**src/rtl/alu_issue_scheduler_pkg.sv**
```systemverilog
// Shared types for the ALU issue scheduler: FSM states, long-latency functs, ALU flag layout.
package alu_issue_scheduler_pkg;

   typedef enum logic [1:0] {
      IDLE = 2'd0,
      EXEC = 2'd1,
      RESP = 2'd2
   } sched_state_e;

   localparam logic [3:0] FUNCT_DIV = 4'h3;
   localparam logic [3:0] FUNCT_MOD = 4'h4;

   typedef struct packed {
      logic zero;
      logic overflow;
      logic carry;
      logic negative;
      logic parity;
   } alu_flags_t;

   function automatic logic is_multicycle(input logic [3:0] funct);
      return (funct == FUNCT_DIV) || (funct == FUNCT_MOD);
   endfunction

endpackage

```
**src/rtl/rr_arbiter.sv**
```systemverilog
// Round-robin arbiter: first asserted req scanning upward from ptr (wrapping) wins.
module rr_arbiter #(
   parameter  int N  = 4,
   localparam int IW = (N > 1) ? $clog2(N) : 1
) (
   input  logic [N-1:0]  req,
   input  logic [IW-1:0] ptr,
   input  logic          en,
   output logic [N-1:0]  gnt,
   output logic [IW-1:0] idx
);

   logic [IW:0]   sum;
   logic [IW-1:0] j;
   logic          found;

   always_comb begin
      gnt   = '0;
      idx   = '0;
      found = 1'b0;
      sum   = '0;
      j     = '0;
      for (int k = 0; k < N; k++) begin
         sum = {1'b0, ptr} + (IW+1)'(k);
         if (sum >= (IW+1)'(N)) sum = sum - (IW+1)'(N);
         j = sum[IW-1:0];
         if (en && !found && req[j]) begin
            found  = 1'b1;
            gnt[j] = 1'b1;
            idx    = j;
         end
      end
   end

endmodule

```
**src/rtl/alu_issue_scheduler.sv**
```systemverilog
// Shares one integer ALU among NUM_REQ requesters: RR issue, DIV/MOD occupancy, held response.
module alu_issue_scheduler
   import alu_issue_scheduler_pkg::*;
#(
   parameter  int NUM_REQ    = 4,
   parameter  int TAG_W      = 4,
   parameter  int DIV_CYCLES = 8,
   localparam int ID_W       = $clog2(NUM_REQ)
) (
   input  logic                     clk,
   input  logic                     rst_n,
   input  logic                     flush,
   input  logic [NUM_REQ-1:0]       req_valid,
   output logic [NUM_REQ-1:0]       req_ready,
   input  logic [NUM_REQ*4-1:0]     req_funct,
   input  logic [NUM_REQ*64-1:0]    req_rs1,
   input  logic [NUM_REQ*64-1:0]    req_rs2,
   input  logic [NUM_REQ*TAG_W-1:0] req_tag,
   output logic [63:0]              alu_rs1,
   output logic [63:0]              alu_rs2,
   output logic [3:0]               alu_funct,
   input  logic [63:0]              alu_result,
   input  alu_flags_t               alu_flags,
   output logic                     resp_valid,
   input  logic                     resp_ready,
   output logic [ID_W-1:0]          resp_id,
   output logic [TAG_W-1:0]         resp_tag,
   output logic [63:0]              resp_result,
   output alu_flags_t               resp_flags,
   output logic                     busy
);

   localparam int CNT_W = (DIV_CYCLES > 1) ? $clog2(DIV_CYCLES) : 1;

   sched_state_e     state;
   logic [ID_W-1:0]  rr_ptr;
   logic [CNT_W-1:0] cnt;
   logic [ID_W-1:0]  id_q;
   logic [TAG_W-1:0] tag_q;

   logic             grant_en;
   logic [ID_W-1:0]  gnt_idx;
   logic             hs;
   logic [3:0]       sel_funct;

   // rst_n gates the window so req_ready is low for the whole reset pulse
   assign grant_en = rst_n && !flush &&
                     ((state == IDLE) || (state == RESP && resp_ready));

   rr_arbiter #(.N(NUM_REQ)) u_arb (
      .req (req_valid),
      .ptr (rr_ptr),
      .en  (grant_en),
      .gnt (req_ready),
      .idx (gnt_idx)
   );

   assign hs        = |req_ready;
   assign sel_funct = req_funct[gnt_idx*4 +: 4];
   assign busy      = (state != IDLE);

   always_ff @(posedge clk or negedge rst_n) begin
      if (!rst_n) begin
         state       <= IDLE;
         rr_ptr      <= '0;
         cnt         <= '0;
         id_q        <= '0;
         tag_q       <= '0;
         alu_rs1     <= '0;
         alu_rs2     <= '0;
         alu_funct   <= '0;
         resp_valid  <= 1'b0;
         resp_id     <= '0;
         resp_tag    <= '0;
         resp_result <= '0;
         resp_flags  <= '0;
      end else if (flush) begin
         state      <= IDLE;
         resp_valid <= 1'b0;
         cnt        <= '0;
      end else begin
         if (hs) begin
            rr_ptr    <= (gnt_idx == ID_W'(NUM_REQ-1)) ? '0 : gnt_idx + 1'b1;
            alu_rs1   <= req_rs1[gnt_idx*64 +: 64];
            alu_rs2   <= req_rs2[gnt_idx*64 +: 64];
            alu_funct <= sel_funct;
            id_q      <= gnt_idx;
            tag_q     <= req_tag[gnt_idx*TAG_W +: TAG_W];
            cnt       <= is_multicycle(sel_funct) ? CNT_W'(DIV_CYCLES-1) : '0;
            state     <= EXEC;
         end
         case (state)
            EXEC: begin
               if (cnt != '0) begin
                  cnt <= cnt - 1'b1;
               end else begin
                  resp_result <= alu_result;
                  resp_flags  <= alu_flags;
                  resp_id     <= id_q;
                  resp_tag    <= tag_q;
                  resp_valid  <= 1'b1;
                  state       <= RESP;
               end
            end
            RESP: begin
               // a same-cycle grant already moved state to EXEC above
               if (resp_ready) begin
                  resp_valid <= 1'b0;
                  if (!hs) state <= IDLE;
               end
            end
            default: ;
         endcase
      end
   end

endmodule

```
**config.mk**
```make
export PLATFORM = sky130hd
export DESIGN_NAME = alu_issue_scheduler
export DESIGN_NICKNAME = d
export VERILOG_FILES = /design/src/rtl/alu_issue_scheduler_pkg.sv /design/src/rtl/rr_arbiter.sv /design/src/rtl/alu_issue_scheduler.sv
export SDC_FILE = /design/constraint.sdc
export NUM_CORES = 1
export LEC_CHECK = 0
export CORE_AREA = 10 10 314 316
export DETAILED_ROUTE_END_ITERATION = 6
export DIE_AREA = 0 0 324 326
export PLACE_DENSITY = 0.36
export SLEW_MARGIN = 25
export SYNTH_ARGS = -nofsm -noshare
export SYNTH_HDL_FRONTEND = slang
export SYNTH_SLANG_ARGS = --single-unit
```
**constraint.sdc**
```tcl
create_clock -name clk -period 4 [get_ports clk]
set_input_delay 0.8 -clock clk [delete_from_list [all_inputs] [get_ports clk]]
set_output_delay 0.8 -clock clk [all_outputs]
set_load 0.01 [all_outputs]
```
==> results by group <==
Die
  • Row count: 112
  • Ports: 834
  • Core Area: between 90000 and 100000 um2
  • Die Area: 106000 um2
  • Die Ht: between 300 and 400 um
  • Initial Utilization: 13.9%
  • Chip width: 324 um

Global routing
  • Number of global-route vias before repair: 15.3k
  • Initial antenna violation count: 42
  • Total grt overflow: 0
  • First-pass GRT wire length: around 120 mm
  • Overall Global Routing Usage: around 15%
  • Largest net degree at the start of global routing: 76

Placed design
  • Placement Cell Area: 23200 um2
  • Port buffer count: 833
  • Routability Congestion: 0.867
  • Cells after DPL: roughly 3.3k
  • Place WS: 0.00827 ns
  • HPWL after DPL: 70.0 mm

Layout
  • Final Non-Filler Cells: between 3k and 4k
  • Share of layout cells above drive strength 1: between 10% and 20%
  • Nets: around 2.8k
  • Multi-input logic area: 6800 um2
  • Register Area: 5530 um2
  • Design area: 24400 um2
  • Fill count: ~9.9k
  • Layout area overhead: 89.2%
  • Finished Core Util: a little over a quarter

Run
  • Reported max-cap violation count: 0

Synthesis
  • Ys async rst share: 100%
  • Seq/Total Area, Yosys: 42.9%
  • Mux cell area share after synthesis: 8.32%
  • EDFF count, synth: 0
  • Post-Syn Nets: 1980
  • Largest family of logic cells by synthesized area: compound AO/OA/AOI/OAI gates
  • Main flop type after synthesis: dfrtp_1
  • Post-Syn Area: about 13000 um2
  • Post-Synth XOR/XNOR Area: less than 1%
  • Number of library cell types mapped by synthesis: between 50 and 60
  • Synth Warn #: 0
  • Simple-gate area share of the yosys netlist: 15.9%
  • Synth Area in Adders: 1.07%
  • Post-synthesis compound-gate area fraction: a little over a quarter
  • Syn Inst Count: 1348
  • Seq cells post-synth: 221
  • Avg Cell Area, Syn: between 9 and 10 um2

Power and ir drop
  • Overall power: between 15 and 20 mW
  • Net Sw Power: 5.82 mW
  • Worst vdd ir: 0.000209 V
  • Sequential share of power: 25.6%
  • Gate power share: between 50 and 60%
  • Clk pwr share: 19.9%
  • Pleak: 10.0 nW
  • PwrDens: ~640 nW/um2
  • Cell internal pwr: 9.80 mW
  • Sw frac: 37.3%

Timing
  • RSZ-0062 raised after global routing: false
  • Fmax: ~270 MHz
  • Worst Tran Pin Value: 0.922 ns
  • Setup TNS: 0 ns
  • Final worst slack: between 0.2 and 0.3 ns
  • Shortest period the worst path allows: about 3.7 ns
  • Slew Limit Fails: 0
  • Worst slew margin: about two fifths
  • Final period utilization: 93.1%
  • Clk_skew: 0.0226 ns
  • Final setup vio count: 0
  • Hold slack: ~0.31 ns
  • Final hold vios: 0

Setup path
  • R2r endpoint: alu_rs2[12]
  • Largest fanout on the critical path: 8
  • FF-to-FF path depth: 12
  • Worst Setup SP: rr_ptr[0]
  • Cell mode on critical path: inv_1
  • CP Cell Sequence: inv_1 > ha_4 > mux4_2 > and2_1 > a221o_1 > o211ai_1 > inv_1 > dlygate4sd2_1
  • Startpoint types: register
  • CP Capture Type: output pin
  • Worst path arrival time: just under 3 ns
  • Setup crit end: req_ready[0]
  • Origin of the critical flop-to-flop path: rr_ptr[0]
  • CP max-delay cell: mux4_2
  • WP data required: 3.20 ns
  • Worst reg-to-reg setup slack: 0.38 ns
  • Slowest stage delay, CP: between 0.5 and 0.6 ns
  • Setup CP Type: register to output pin

Drt
  • Met2 WL post-DR: 42.5 mm
  • DRC errors left: 0
  • Vias: around 14k
  • DRT iter0 DRCs: 615
  • ANT nets after route: 0
  • DR WL/cell: 24.9 um
  • WL final: 84.9 mm
  • Top Metal Used: met5
  • Via/cell ratio: 4.20
  • Router iterations before antenna repair: 4
  • Met3 WL post-DR: 7.84 mm
  • M1 wire length: 31.9 mm

Clock tree
  • # clock sinks: 221
  • Clock root buffer: clkbuf_16
  • H-tree lvl count: 1
  • TritonCTS clock tree: done
  • Reg clk slew, reported paths: 0.06 ns
  • Max clock buf depth: 3
  • TritonCTS Buffers: 31
  • Worst-Skew Late Latency: 0.59 ns

Status
  • Status: complete, no violations

Worst hold path
  • Min-Delay Path Class: primary input to asynchronous set/reset pin
cell families (layout without fill, tap and decap cells):
kind of cell | after synthesis | after routing
AND/OR/NAND/NOR | 436 | 436
other | 0 | 16
buffers and inverters | 150 | 1000
adder cells (fa/ha/maj) | 11 | 11
XOR/XNOR | 1 | 1
AO/OA/AOI/OAI | 440 | 440
multiplexers | 89 | 89
flip-flops | 221 | 221
final cells by class:
type,instances,area share [%]
Multi-Input combinational cell,977,27.9
Timing Repair Buffer,927,38.3
Tap cell,1197,6.14
Sequential cell,221,22.7
Clock buffer,42,3.55
Clock inverter,15,1.05
Antenna cell,16,0.164
Inverter,16,0.246
synth_stat cells (all sizes together), types with 2 or more instances:
cell type	n	area (um2)
o211ai	6	45.0
ha	11	138
inv	16	60.1
clkbuf	96	362
nand2b	8	50.1
and2	136	851
a31oi	4	31.3
a221o	4	40.0
a21o	135	1010
a21oi	8	40.0
nor2	5	18.8
nand3b	2	15.0
dfrtp	221	5530
o21ai	2	10.0
o22ai	2	12.5
buf	38	190
mux4	6	139
nand2	275	1030
mux2	82	923
a311oi	133	1160
a211oi	132	991
nor3	2	10.0
worst min-delay path by stage:
stage | startpoint | cells after the start | slack [ns] | end
after floorplan | id_q[0] | 1 | 0.44 | id_q[0]
after global placement | tag_q[0] | 1 | 0.46 | tag_q[0]
final | rst_n | 2 | 0.31 | alu_rs1[60]
after CTS | rst_n | 2 | 0.29 | resp_result[60]
after detailed placement | tag_q[1] | 1 | 0.46 | tag_q[1]
after global routing | rst_n | 2 | 0.32 | alu_rs2[4]
state kept, by name, indices dropped and copies added (netlist names), 3 cells and up:
signal and count:
resp_flags 5, alu_rs2 64, alu_funct 4, resp_result 64, cnt 3, resp_tag 4, tag_q 4, alu_rs1 64
critical path, delay by kind of cell, from the launching register on:
family / cells / cell delay, ns
simple gates: 1 / 0.18
mux: 1 / 0.56
buf+inv: 3 / 0.44
fa+ha+maj: 1 / 0.32
flops: 1 / 0.35
compound gates: 2 / 0.49
metal layers:
metal | vias up | GRT usage [%]
met3 | 117 | 5.92
li1 | 6634 | -
met4 | 22 | 4.76
met1 | 6936 | 16.2
met5 | - | 0
met2 | 603 | 27.1
placed cells by master (no fill, tap or decap), types with 2 or more instances in the layout:
| master | count |
|---|---|
| clkbuf_16 | 31 |
| mux2_2 | 82 |
| clkbuf_8 | 5 |
| nand2_1 | 275 |
| a21o_1 | 135 |
| a311oi_1 | 133 |
| and2_1 | 136 |
| dlymetal6s2s_1 | 2 |
| a31oi_4 | 2 |
| nand3b_1 | 2 |
| dlygate4sd2_1 | 2 |
| nor2_1 | 5 |
| inv_1 | 16 |
| mux4_2 | 5 |
| a31oi_1 | 2 |
| buf_4 | 71 |
| dfrtp_1 | 221 |
| bufinv_16 | 7 |
| clkbuf_1 | 6 |
| nand2b_1 | 8 |
| o22ai_1 | 2 |
| a211oi_1 | 132 |
| diode_2 | 16 |
| clkdlybuf4s50_1 | 828 |
| buf_12 | 23 |
| ha_1 | 10 |
| a221o_1 | 4 |
| o211ai_1 | 6 |
| a21oi_1 | 8 |
| clkinv_2 | 6 |
power groups by stage:
stage | combinational (mW) | sequential, mW | clock, mW
after CTS | 8.72 | 4.03 | 3.26
after detailed placement | 8.67 | 4.05 | 0
after global placement | 8.64 | 4.04 | 0
after global routing | 9.19 | 4.14 | 3.33
final | 8.52 | 4.01 | 3.10
after floorplan | 3.33 | 4.41 | 0
timing repair:
item	in CTS	in global routing
pin swaps	2	2
setup endpoints to repair	4	2
buffers inserted	3	3
hold buffers	0	0
cloned	0	0
resized for setup	4	2
No activity file was read; power rests on OpenSTA's default activity.
==> variant 1, RTL diff (same settings) <==
Set the parameter `TAG_W` to 6 (it was 4).
--- a/src/rtl/alu_issue_scheduler.sv
+++ b/src/rtl/alu_issue_scheduler.sv
@@ -3,7 +3,7 @@
    import alu_issue_scheduler_pkg::*;
 #(
    parameter  int NUM_REQ    = 4,
-   parameter  int TAG_W      = 4,
+   parameter  int TAG_W      = 6,
    parameter  int DIV_CYCLES = 8,
    localparam int ID_W       = $clog2(NUM_REQ)
 ) (
Interface: changed (resized req_tag and resp_tag); port bits go from 834 to 844. The function was not compared with the original's and may differ.
==> variant 1 against the unedited design <==
- die area unchanged
- cell area grew 1.9%
- combinational power grew 3.4%
- total power grew 2.1%
- sequential power rose by 1%
- non-clock buffer count increased by 27
- synthesized area is 1.9% higher
- routed wire length increased by 0.90%
- highest routed layer unchanged
- sequential share of layout area is essentially flat
- critical endpoint is now req_ready[1]
- worst setup slack worse by 0.15 ns
- sequential cell count grew 4
==> variant 1: results (changes against the unedited design) <==
Pwr
  – Clk. pwr: 3.09 mW (about the same)
  – Leakage: 10.27 nW (+2.3%)
  – Seq pwr share: 25.5% (about the same)
  – Switch share: 37.38% (+0.12 points)
  – VDD IR max: 0.2412 mV (+15%)
  – Total Power: 15.96 mW (+2.1%)

Place
  – Dpl ws: -0.2579 ns (-0.2661 ns)
  – Post-DP HPWL: 69790 microns (-0.28%)
  – PortBufs: 843 (+1.2%)
  – Cells after DPL: 3383 (+1.5%)
  – GPL Wtd Cong: 0.9053 (+4.5%)
  – Placed Area: 0.02371 sq mm (+2.3%)

CTS
  – Number of H-tree levels: 2 (+1)

Synthesis
  – Mapped Cells: 1368 (+1.5%)
  – Syn_nets: 2008 (+1.4%)
  – Flops & latches, synth: 225 (+1.8%)
  – Largest cells by area after synthesis: dfrtp_1 (43%), a311oi_1 (9.0%), nand2_1 (8.0%)
  – Seq/Total Area, Yosys: 42.85% (about the same)
  – Top post-synthesis cells by count: nand2_1 (279), dfrtp_1 (225), and2_1 (138)

Outcome
  – Status: completed

Layout
  – Buffering overhead: 38.68% (+0.40 points)
  – ANT cells: 3 (-13)
  – Layout clock area frac: 4.524% (-0.082 points)
  – Fillers: 9819 (-0.87%)
  – Seq area share: 22.65% (-0.024 points)
  – Multi-input gate area: 0.006925 sq mm (+1.8%)
  – Post-route cell area: 0.02486 sq mm (+1.9%)
  – Signal buffers: 954 (+2.9%)
  – Layout Nets: 2863 (+2.0%)
  – Multi-input gates: 991 (+1.4%)

Route
  – Met2 wire length: 44080 microns (+3.6%)
  – Routed wire length: 85620 microns (+0.90%)
  – Wire per inst: 24.84 microns (-0.16%)
  – Initial DRC count: 625 (+1.6%)
  – WL met3: 8132 microns (+3.7%)
  – Routed length on met1: 31800 microns (-0.45%)

Global route
  – Initial antenna violation count: 23 (-45%)
  – Pin count of the biggest net entering global routing: 113 (+49%)
  – First-pass GRT wire length: 119700 microns (+2.3%)
  – Met2 Track Usage GR: 28.36% (+1.3 points)
  – Vias in the first global route: 15860 (+3.7%)
  – Overall routing resource usage: 15.45% (+0.28 points)
  – GRT met3 Usage: 6.299% (+0.38 points)

Setup path
  – Reg2reg end: alu_rs2[17]
  – Number of cells on the worst reg-to-reg path: 11 (-1)
  – Arrival @ worst endpoint: 3.07 ns (+0.15 ns)

STA
  – Final Hold Slack: 0.4685 ns (+0.1594 ns)
  – Worst-Margin Slew: 0.9305 ns (+0.008935 ns)
  – Min Tclk post-route: 3.871 ns (+0.1460 ns)
## variant 1: cell types whose count changed in the layout (fill, tap and decap cells not counted), moves of 4 or more
cell / before / now
clkbuf_8: 5 / 10
dfrtp_1: 221 / 225
buf_4: 71 / 84
clkdlybuf4s50_1: 828 / 838
diode_2: 16 / 3
clkinv_2: 6 / 1
clkbuf_16: 31 / 35
bufinv_16: 7 / 1
nand2_1: 275 / 279
buf_12: 23 / 27
## variant 1: logic make-up (layout without fill, tap and decap cells)
family,count (synthesis),after routing,synth area share (%)
AOI/OAI and AO/OA,446,446,26.94
muxes,91,91,8.360
other,0,3,0
DFF,225,225,42.85
xor gates and xnor gates,1,1,0.06667
buffers and inverters,152,1031,4.913
and+or+nand+nor,442,442,15.83
adders and majority gates,11,11,1.047
## variant 1: worst max-delay path, cell delays in order
cell,delay (ns)
clkdlybuf4s50_1,0.48
mux2_2,0.32
mux2i_2,0.21
nor2_1,0.10
buf_4,0.15
a221o_1,0.28
o211ai_1,0.32
inv_1,0.11
dlygate4sd2_1,0.30
==> variant 2, RTL diff (same flow settings) <==
Made on the original files. Reset style: synchronous (`rst_n`), changed in one clocked block.
--- a/src/rtl/alu_issue_scheduler.sv
+++ b/src/rtl/alu_issue_scheduler.sv
@@ -59,7 +59,7 @@
    assign sel_funct = req_funct[gnt_idx*4 +: 4];
    assign busy      = (state != IDLE);
 
-   always_ff @(posedge clk or negedge rst_n) begin
+   always_ff @(posedge clk) begin
       if (!rst_n) begin
          state       <= IDLE;
          rr_ptr      <= '0;
Formal check against the unedited RTL: not equivalent (Yosys sat finds a counterexample within 4 cycles, from zero or initial values and one cycle with rst_n low; the reset may be asserted at any time).
==> variant 2 against the unedited design <==
- synthesized area fell by 2.7%
- cell area down 2.3%
- worst setup slack lost 0.18 ns
- non-clock buffer count fell by 13
- first-iteration DRC count rose by 28%
- sequential cell count stayed put
- critical path depth increased by 1
- routed wire length increased by 2.5%
- critical path type is now in -> out
Power is not compared: it rests on default switching activity, and its combinational part moved more than twofold at a synthesized area within 25%.
==> variant 2: results (changes against the unedited design) <==
Outcome
  – Status: completed

Synthesis
  – Syn_nets: 2592 (+31%)
  – Synth Area in Compound Gates: 12.72% (-14 points)
  – Post-synth ARST share: 0% (-100 points)
  – Seq/Total Area, Yosys: 35.28% (-7.6 points)
  – Top post-synthesis cells by count: nand2_1 (826), nand3_1 (400), dfxtp_1 (221)

Layout
  – Layout cells sized above 1: 5.497% (-5.6 points)
  – Layout Nets: 3377 (+20%)
  – Fillers: 10170 (+2.7%)
  – Post-route cell area: 0.02382 sq mm (-2.3%)

Place
  – Dpl ws: -0.2831 ns (-0.2914 ns)

CTS
  – Number of H-tree levels: 2 (+1)
  – Later-pin clock latency in the skew report: 0.54 ns (-0.05 ns)
  – CTS Buf Count: 35 (+13%)

Route
  – Wire per inst: 21.90 microns (-12%)
  – Initial DRC count: 785 (+28%)
  – First drt pass iteration count: 5 (+1)
  – Vias: 16490 (+15%)

Global route
  – First-pass GRT wire length: 123000 microns (+5.1%)
  – Initial antenna violation count: 17 (-60%)
  – Overall routing resource usage: 15.68% (+0.51 points)
  – Pin count of the biggest net entering global routing: 148 (+95%)

Hold path
  – HP Class: reg -> reg

Setup path
  – Worst Path Max Fanout: 11 (+3)
  – Slowest-stage cell, CP: clkdlybuf4s50_1
  – Arrival @ worst endpoint: 3.10 ns (+0.18 ns)

STA
  – Clock Skews: 0.01652 ns (-0.006090 ns)
  – Slew Limit Headroom: 42.07% (+3.5 points)

Floorplan
  – Initial Util: 13.56% (-0.38 points)
variant 2: cell type report:
cell class	instances	area share, %
Inverter	12	0.1891
Tap cell	1197	6.286
Antenna cell	9	0.09453
Timing Repair Buffer	914	38.76
Multi-Input combinational cell	1561	31.12
Clock inverter	8	0.6617
Sequential cell	221	18.57
Clock buffer	49	4.322
variant 2: power by group through the flow:
| stage | sequential [mW] | clock, mW | combinational (mW) |
|---|---|---|---|
| 2_1_floorplan | 2.76 | 0 | 0.987 |
| 3_3_place_gp | 2.67 | 0 | 2.94 |
| 3_5_place_dp | 2.68 | 0 | 2.92 |
| 4_1_cts | 2.64 | 3.44 | 2.95 |
| 5_1_grt | 2.67 | 3.49 | 3.14 |
| 6_report | 2.64 | 3.26 | 2.88 |
variant 2: timing repair:
item,in CTS,in global routing
gates resized for setup,5,3
buffers inserted,2,0
cloned,0,0
setup endpoints to repair,4,1
hold endpoints to repair,0,0
variant 2: path summary, 6_finish.rpt:
| path | start | slack [ns] | end | depth (start not counted) |
|---|---|---|---|---|
| worst max-delay path | req_valid[2] | 0.10 | req_ready[0] | 9 |
| worst min-delay path | alu_rs2[17] | 0.44 | alu_rs2[17] | 2 |
| worst max register to register | rr_ptr[1] | 0.54 | cnt[0] | 13 |
| worst min register to register | alu_rs2[17] | 0.44 | alu_rs2[17] | 2 |
variant 2: worst max-delay path: cells and delay by family:
family	cells	cell delay (ns)
AO/OA/AOI/OAI	3	0.68
AND/OR/NAND/NOR	2	0.52
buffers and inverters	4	1.08
variant 2: cells by family after synthesis:
family	count (synthesis)
multiplexers	17
adder cells (fa/ha/maj)	11
flip-flops	221
AND/OR/NAND/NOR	1276
buffers and inverters	178
AO/OA/AOI/OAI	257
variant 2: per-layer routing:
metal / share of wire [%] / vias to the layer above / track usage, %
li1: - / 8085 / -
met1: 39 / 7746 / 17.51
met2: 51 / 562 / 28.39
met3: 8.1 / 81 / 5.084
met4: 1.8 / 16 / 3.561
met5: 0.12 / - / 0
variant 2: stage by stage:
stage / hold WS (ns) / cells / utilization (%) / TNS, ns
after detailed placement: 0.4400 / 3903 / 24.42 / -5.751
after floorplan: 0.4286 / 1960 / - / 0
final: 0.4444 / 3971 / 25.76 / 0
after CTS: 0.4491 / 3962 / 25.73 / 0
after global routing: 0.4622 / 3968 / 25.75 / 0
after global placement: 0.4359 / 3903 / 24.42 / -5.819
